### src/rtl/adam_obi_sram_ctrl.sv
// OBI slave terminating the core's data-RAM port on a single-port SRAM macro.
// Credit-based grant, fixed-latency read pipe, fall-through in-order response FIFO.
module adam_obi_sram_ctrl #(
   parameter int unsigned ADDR_WIDTH = 32,
   parameter int unsigned DATA_WIDTH = 32,
   parameter logic [ADDR_WIDTH-1:0] MEM_BASE = 32'h0200_0000,
   parameter int unsigned MEM_WORDS  = 4096,
   parameter int unsigned READ_LAT   = 1,
   parameter int unsigned RESP_DEPTH = 4,
   localparam int unsigned AW = $clog2(MEM_WORDS),
   localparam int unsigned BW = DATA_WIDTH / 8
) (
   input  logic                  clk_i,
   input  logic                  rst_ni,
   input  logic                  req_i,
   output logic                  gnt_o,
   input  logic [ADDR_WIDTH-1:0] addr_i,
   input  logic                  we_i,
   input  logic [BW-1:0]         be_i,
   input  logic [DATA_WIDTH-1:0] wdata_i,
   output logic                  rvalid_o,
   input  logic                  rready_i,
   output logic [DATA_WIDTH-1:0] rdata_o,
   output logic                  err_o,
   output logic                  sram_req_o,
   output logic                  sram_we_o,
   output logic [AW-1:0]         sram_addr_o,
   output logic [BW-1:0]         sram_be_o,
   output logic [DATA_WIDTH-1:0] sram_wdata_o,
   input  logic [DATA_WIDTH-1:0] sram_rdata_i
);

   localparam int unsigned CW = $clog2(RESP_DEPTH + 1);
   localparam int unsigned PW = (RESP_DEPTH > 1) ? $clog2(RESP_DEPTH) : 1;
   localparam logic [CW-1:0] DEPTH_C = CW'(RESP_DEPTH);
   localparam logic [PW-1:0] LAST_C  = PW'(RESP_DEPTH - 1);
   localparam logic [ADDR_WIDTH:0] WIN_BYTES = (ADDR_WIDTH + 1)'(MEM_WORDS) << 2;

   logic [CW-1:0]         r_out;
   logic [CW-1:0]         r_cnt;
   logic [PW-1:0]         r_wptr;
   logic [PW-1:0]         r_rptr;
   logic [READ_LAT-1:0]   r_pv;
   logic [READ_LAT-1:0]   r_pwe;
   logic [READ_LAT-1:0]   r_perr;
   logic [DATA_WIDTH-1:0] r_fdata [RESP_DEPTH];
   logic [RESP_DEPTH-1:0] r_ferr;

   logic [ADDR_WIDTH-1:0] w_off;
   logic                  w_in_range;
   logic                  w_accept;
   logic                  w_sram_req;
   logic                  w_fifo_ne;
   logic                  w_resp_v;
   logic                  w_resp_err;
   logic [DATA_WIDTH-1:0] w_resp_rdata;
   logic                  w_pop;
   logic                  w_push;
   logic                  w_head_pop;

   function automatic logic [PW-1:0] f_inc(input logic [PW-1:0] p);
      return (p == LAST_C) ? {PW{1'b0}} : p + PW'(1);
   endfunction

   assign w_off      = addr_i - MEM_BASE;
   assign w_in_range = (addr_i >= MEM_BASE) && ({1'b0, w_off} < WIN_BYTES);

   // Grant comes from the credit register alone, so it never loops back from req_i/rready_i
   assign gnt_o      = (r_out < DEPTH_C);
   assign w_accept   = rst_ni & req_i & gnt_o;
   assign w_sram_req = w_accept & w_in_range;

   assign sram_req_o   = w_sram_req;
   assign sram_we_o    = w_sram_req & we_i;
   assign sram_addr_o  = w_off[AW+1:2];
   assign sram_be_o    = (w_sram_req & we_i) ? be_i : {BW{1'b0}};
   assign sram_wdata_o = wdata_i;

   assign w_resp_v     = r_pv[READ_LAT-1];
   assign w_resp_err   = r_perr[READ_LAT-1];
   assign w_resp_rdata = (w_resp_v && !r_pwe[READ_LAT-1] && !w_resp_err) ? sram_rdata_i
                                                                         : {DATA_WIDTH{1'b0}};
   assign w_fifo_ne    = (r_cnt != {CW{1'b0}});

   // Empty FIFO lets the emerging response fall straight through to the outputs
   assign rvalid_o   = w_fifo_ne | w_resp_v;
   assign rdata_o    = w_fifo_ne ? r_fdata[r_rptr] : w_resp_rdata;
   assign err_o      = w_fifo_ne ? r_ferr[r_rptr] : (w_resp_v & w_resp_err);
   assign w_pop      = rvalid_o & rready_i;
   assign w_head_pop = w_fifo_ne & rready_i;
   assign w_push     = w_resp_v & (w_fifo_ne | ~rready_i);

   // Credit counter: one credit per accepted request, returned on response pop
   always_ff @(posedge clk_i or negedge rst_ni) begin
      if (!rst_ni) begin
         r_out <= {CW{1'b0}};
      end else begin
         case ({w_accept, w_pop})
            2'b10:   r_out <= r_out + CW'(1);
            2'b01:   r_out <= r_out - CW'(1);
            default: r_out <= r_out;
         endcase
      end
   end

   // Latency pipe of {valid, we, err} aligned with the SRAM read data
   always_ff @(posedge clk_i or negedge rst_ni) begin
      if (!rst_ni) begin
         r_pv   <= {READ_LAT{1'b0}};
         r_pwe  <= {READ_LAT{1'b0}};
         r_perr <= {READ_LAT{1'b0}};
      end else begin
         for (int i = READ_LAT - 1; i > 0; i--) begin
            r_pv[i]   <= r_pv[i-1];
            r_pwe[i]  <= r_pwe[i-1];
            r_perr[i] <= r_perr[i-1];
         end
         r_pv[0]   <= w_accept;
         r_pwe[0]  <= we_i;
         r_perr[0] <= ~w_in_range;
      end
   end

   // Response FIFO pointers and occupancy
   always_ff @(posedge clk_i or negedge rst_ni) begin
      if (!rst_ni) begin
         r_wptr <= {PW{1'b0}};
         r_rptr <= {PW{1'b0}};
         r_cnt  <= {CW{1'b0}};
      end else begin
         if (w_push) begin
            r_wptr <= f_inc(r_wptr);
         end else begin
            r_wptr <= r_wptr;
         end
         if (w_head_pop) begin
            r_rptr <= f_inc(r_rptr);
         end else begin
            r_rptr <= r_rptr;
         end
         case ({w_push, w_head_pop})
            2'b10:   r_cnt <= r_cnt + CW'(1);
            2'b01:   r_cnt <= r_cnt - CW'(1);
            default: r_cnt <= r_cnt;
         endcase
      end
   end

   // Response FIFO storage; contents are only observable through valid pointers
   always_ff @(posedge clk_i) begin
      if (w_push) begin
         r_fdata[r_wptr] <= w_resp_rdata;
         r_ferr[r_wptr]  <= w_resp_err;
      end
   end

endmodule
### config.mk
export PLATFORM = sky130hd
export DESIGN_NAME = adam_obi_sram_ctrl
export DESIGN_NICKNAME = d
export VERILOG_FILES = /design/src/rtl/adam_obi_sram_ctrl.sv
export SDC_FILE = /design/constraint.sdc
export NUM_CORES = 1
export LEC_CHECK = 0
export ABC_AREA = 1
export CAP_MARGIN = 20
export CORE_MARGIN = 8
export CORE_UTILIZATION = 52
export DETAILED_ROUTE_END_ITERATION = 8
export PLACE_DENSITY = 0.86
export SLEW_MARGIN = 20
export SYNTH_ARGS = -nofsm -noshare
export SYNTH_HDL_FRONTEND = slang
export SYNTH_SLANG_ARGS = --single-unit
export TNS_END_PERCENT = 1
### constraint.sdc
create_clock -name clk_i -period 4.1 [get_ports clk_i]
set_input_delay 0.41 -clock clk_i [delete_from_list [all_inputs] [get_ports clk_i]]
set_output_delay 0.41 -clock clk_i [all_outputs]
set_load 0.03 [all_outputs]
==> impl_metrics.csv <==
group,metric,value,unit
clock_tree,cts_made_buffers,17,
power_and_ir_drop,power_density,731,nW/um2
detailed_routing,wl,16.5,mm
synthesis,async_flop_share,8.97,%
clock_tree,h-tree-depth,4,
synthesis,ys_types,29,
synthesis,synth.area.mux_share,0,%
global_route,grt_pass1_vias,5180,
clock_tree,cts.repair.resized,0,
run_status,status,"completed",
synthesis,synth_xor_area_share,0.519,%
critical_path,cp_max_fo,67,
critical_path,reg2reg_slack,1.33,ns
clock_tree,post-cts-setup-buffer-count,0,
floorplanning,row_count,41,
floorplanning,dieArea,16900,um2
sta,finalHoldViolations,0,
cells_and_area,final_util,64.6,%
synthesis,synth-seq-cells,145,
critical_path,worst_r2r_endpoint,"r_cnt[2]",
floorplanning,die_h,130,um
synthesis,synth_compound_area_share,9.13,%
synthesis,synth_top_family_by_area,"simple AND/OR/NAND/NOR gates",
clock_tree,clock_sinks,145,
detailed_routing,avgViaCountPerCell,5.57,
floorplanning,die_w,130,um
detailed_routing,drt_iter0_markers,575,
sta,period_share,79.2,%
detailed_routing,antenna_left,0,
sta,timing.fmax,308,MHz
synthesis,synth_area,6760,um2
critical_path,critPathRequiredTime,3.69,ns
synthesis,synth_ff_type,"edfxtp_1",
place,gp_congestion,0.775,
synthesis,ys_warn_count,0,
synthesis,syn_nets,762,
global_route,grt_util_all_layers,19.6,%
critical_path,worstSetupPathType,"flop to output port",
sta,finalMaxSlewViolations,0,
global_route,grt_overflow,0,
synthesis,syn_area_per_cell,10.4,um2
cells_and_area,syn2layout_area_growth,21.1,%
place,hpwl,9.20,mm
sta,setup_viol,0,
synthesis,synthSimpleGateAreaFrac,14.0,%
power_and_ir_drop,leakage,3.13,nW
detailed_routing,drc,0,
sta,setup_tns,0,ns
synthesis,ys_seq_area_share,63.5,%
power_and_ir_drop,power,5.98,mW
synthesis,syn_inst,647,
critical_path,worstPathArrival,2.84,ns
clock_tree,hold_buffers,0,
floorplanning,design.core.area,12700,um2
job,max-cap-violations,0,
detailed_routing,wire_per_inst,18.7,um
global_route,antenna_found_initial,0,
global_route,grt_pass1_wl,25.4,mm
detailed_routing,drt_first_pass_iters,8,
critical_path,cp-end-kind,"output port",
sta,rsz0062_at_grt,"false",
cells_and_area,diodes,0,
sta,clock-skew-final,0.00916,ns
floorplanning,start_util,53.3,%
place,port_buffers,99,
critical_path,start_kind,"flop",
power_and_ir_drop,peakVddDrop,0.306,mV
synthesis,synth-edff-count,132,
clock_tree,cts.clk_slew.worst_paths,0.06,ns
detailed_routing,vias,4922,
synthesis,synthAdderAreaFrac,2.07,%
floorplanning,ioPinCount,190,
sta,min_period,3.25,ns
global_route,grt_max_degree,69,
sta,relSlewSlack,27.0,%
clock_tree,clock_latency,0.42,ns
cells_and_area,drive_above_1_share,8.29,%
min_path,hold_class,"input port to async pin",
critical_path,reg2reg_depth,9,
cells_and_area,nets,814,
clock_tree,cts_buffer_depth,2,
clock_tree,ctsRootBufferMaster,"clkbuf_16",
critical_path,r2r_start,"r_cnt[0]",
sta,tightest_slew,1.09,ns
clock_tree,cts_tree,"built",
[synth_stat cells, types with 4 or more instances]
cell type	count	share of area (%)
a21oi_1	5	0.37
a31oi_1	13	1.2
buf_2	12	0.89
buf_4	48	5.3
clkbuf_1	11	0.61
dfrtp_1	13	4.8
edfxtp_1	132	59
ha_1	8	1.5
inv_1	58	3.2
inv_2	4	0.22
nand2_1	72	4.0
nor2_1	150	8.3
nor2_2	10	0.93
o21ai_0	58	4.3
o21ai_1	14	1.0
o22ai_1	20	1.9
[worst max-delay path by stage]
stage                    end  depth (start not counted)       start
6_report         rdata_o[18]                          6   r_rptr[0]
5_1_grt           rdata_o[0]                          6   r_rptr[0]
4_1_cts           rdata_o[1]                          4   r_rptr[0]
3_5_place_dp    sram_be_o[1]                          9  addr_i[25]
3_3_place_gp    sram_be_o[2]                          9  addr_i[25]
2_1_floorplan  r_fdata[0][0]                          4    r_cnt[0]
[kinds of logic (layout without fill, tap and decap cells)]
| group | Yosys count | in the layout |
|---|---|---|
| AOI/OAI and AO/OA | 113 | 113 |
| DFF | 145 | 145 |
| xor gates and xnor gates | 4 | 4 |
| buffers and inverters | 136 | 201 |
| adders and majority gates | 10 | 10 |
| and+or+nand+nor | 239 | 239 |
[state kept, by name, indices dropped and copies added (netlist names), 2 cells and up]
register  flops
r_rptr        2
r_out         3
r_fdata     128
r_wptr        2
r_cnt         3
r_ferr        4
[cells in the final DEF, fill, tap and decap left out, types with 10 or more instances in the layout]
master           instances
o21ai_0                 58
nor2_2                  10
clkdlybuf4s50_1         99
inv_1                   58
clkbuf_16               17
o22ai_1                 20
dfrtp_1                 12
nor2_1                 146
edfxtp_1               132
o21ai_1                 14
a31oi_1                 13
nand2_1                 72
[final cells by class]
type                            count  area [um2]
Clock inverter                     11         113
Timing Repair Buffer              107        1100
Inverter                           62         234
Tap cell                          172         215
Clock buffer                       21         460
Fill cell                         938        4490
Multi-Input combinational cell    366        1770
Sequential cell                   145        4290
[power breakdown]
part	total [mW]	leakage, nW	switching (mW)	internal [mW]
Sequential	1.80	1.36	0.0582	1.74
Combinational	2.69	1.49	1.75	0.940
Clock	1.49	0.282	0.571	0.921
Total	5.98	3.13	2.38	3.60
[worst max-delay path, cell delays in order, from the launching register on]
cell             delay, ns
dfrtp_2               0.37
clkinv_2              0.67
o21ai_0               0.47
o22ai_1               0.12
nand2_1               0.09
nand2_1               0.08
clkdlybuf4s50_1       0.61
[stage by stage]
| step | hold slack (ns) | instances | setup slack [ns] | area (um2) |
|---|---|---|---|---|
| 2_1_floorplan | 0.114 | 647 | 1.61 | 6760 |
| 3_3_place_gp | 0.461 | 849 | 1.08 | 7540 |
| 3_5_place_dp | 0.471 | 849 | 1.03 | 7540 |
| 4_1_cts | 0.302 | 881 | 0.795 | 8110 |
| 5_1_grt | 0.303 | 884 | 0.638 | 8180 |
| 6_report | 0.303 | 884 | 0.855 | 8180 |
[metal layers]
| metal | track usage, % | share of wire [%] | vias to the layer above |
|---|---|---|---|
| li1 | - | - | 2228 |
| met1 | 20.8 | 37 | 2349 |
| met2 | 34.3 | 51 | 297 |
| met3 | 6.69 | 9.8 | 48 |
| met4 | 9.36 | 2.8 | 0 |
| met5 | 0 | 0 | - |
Power figures use the tool's default switching activity.
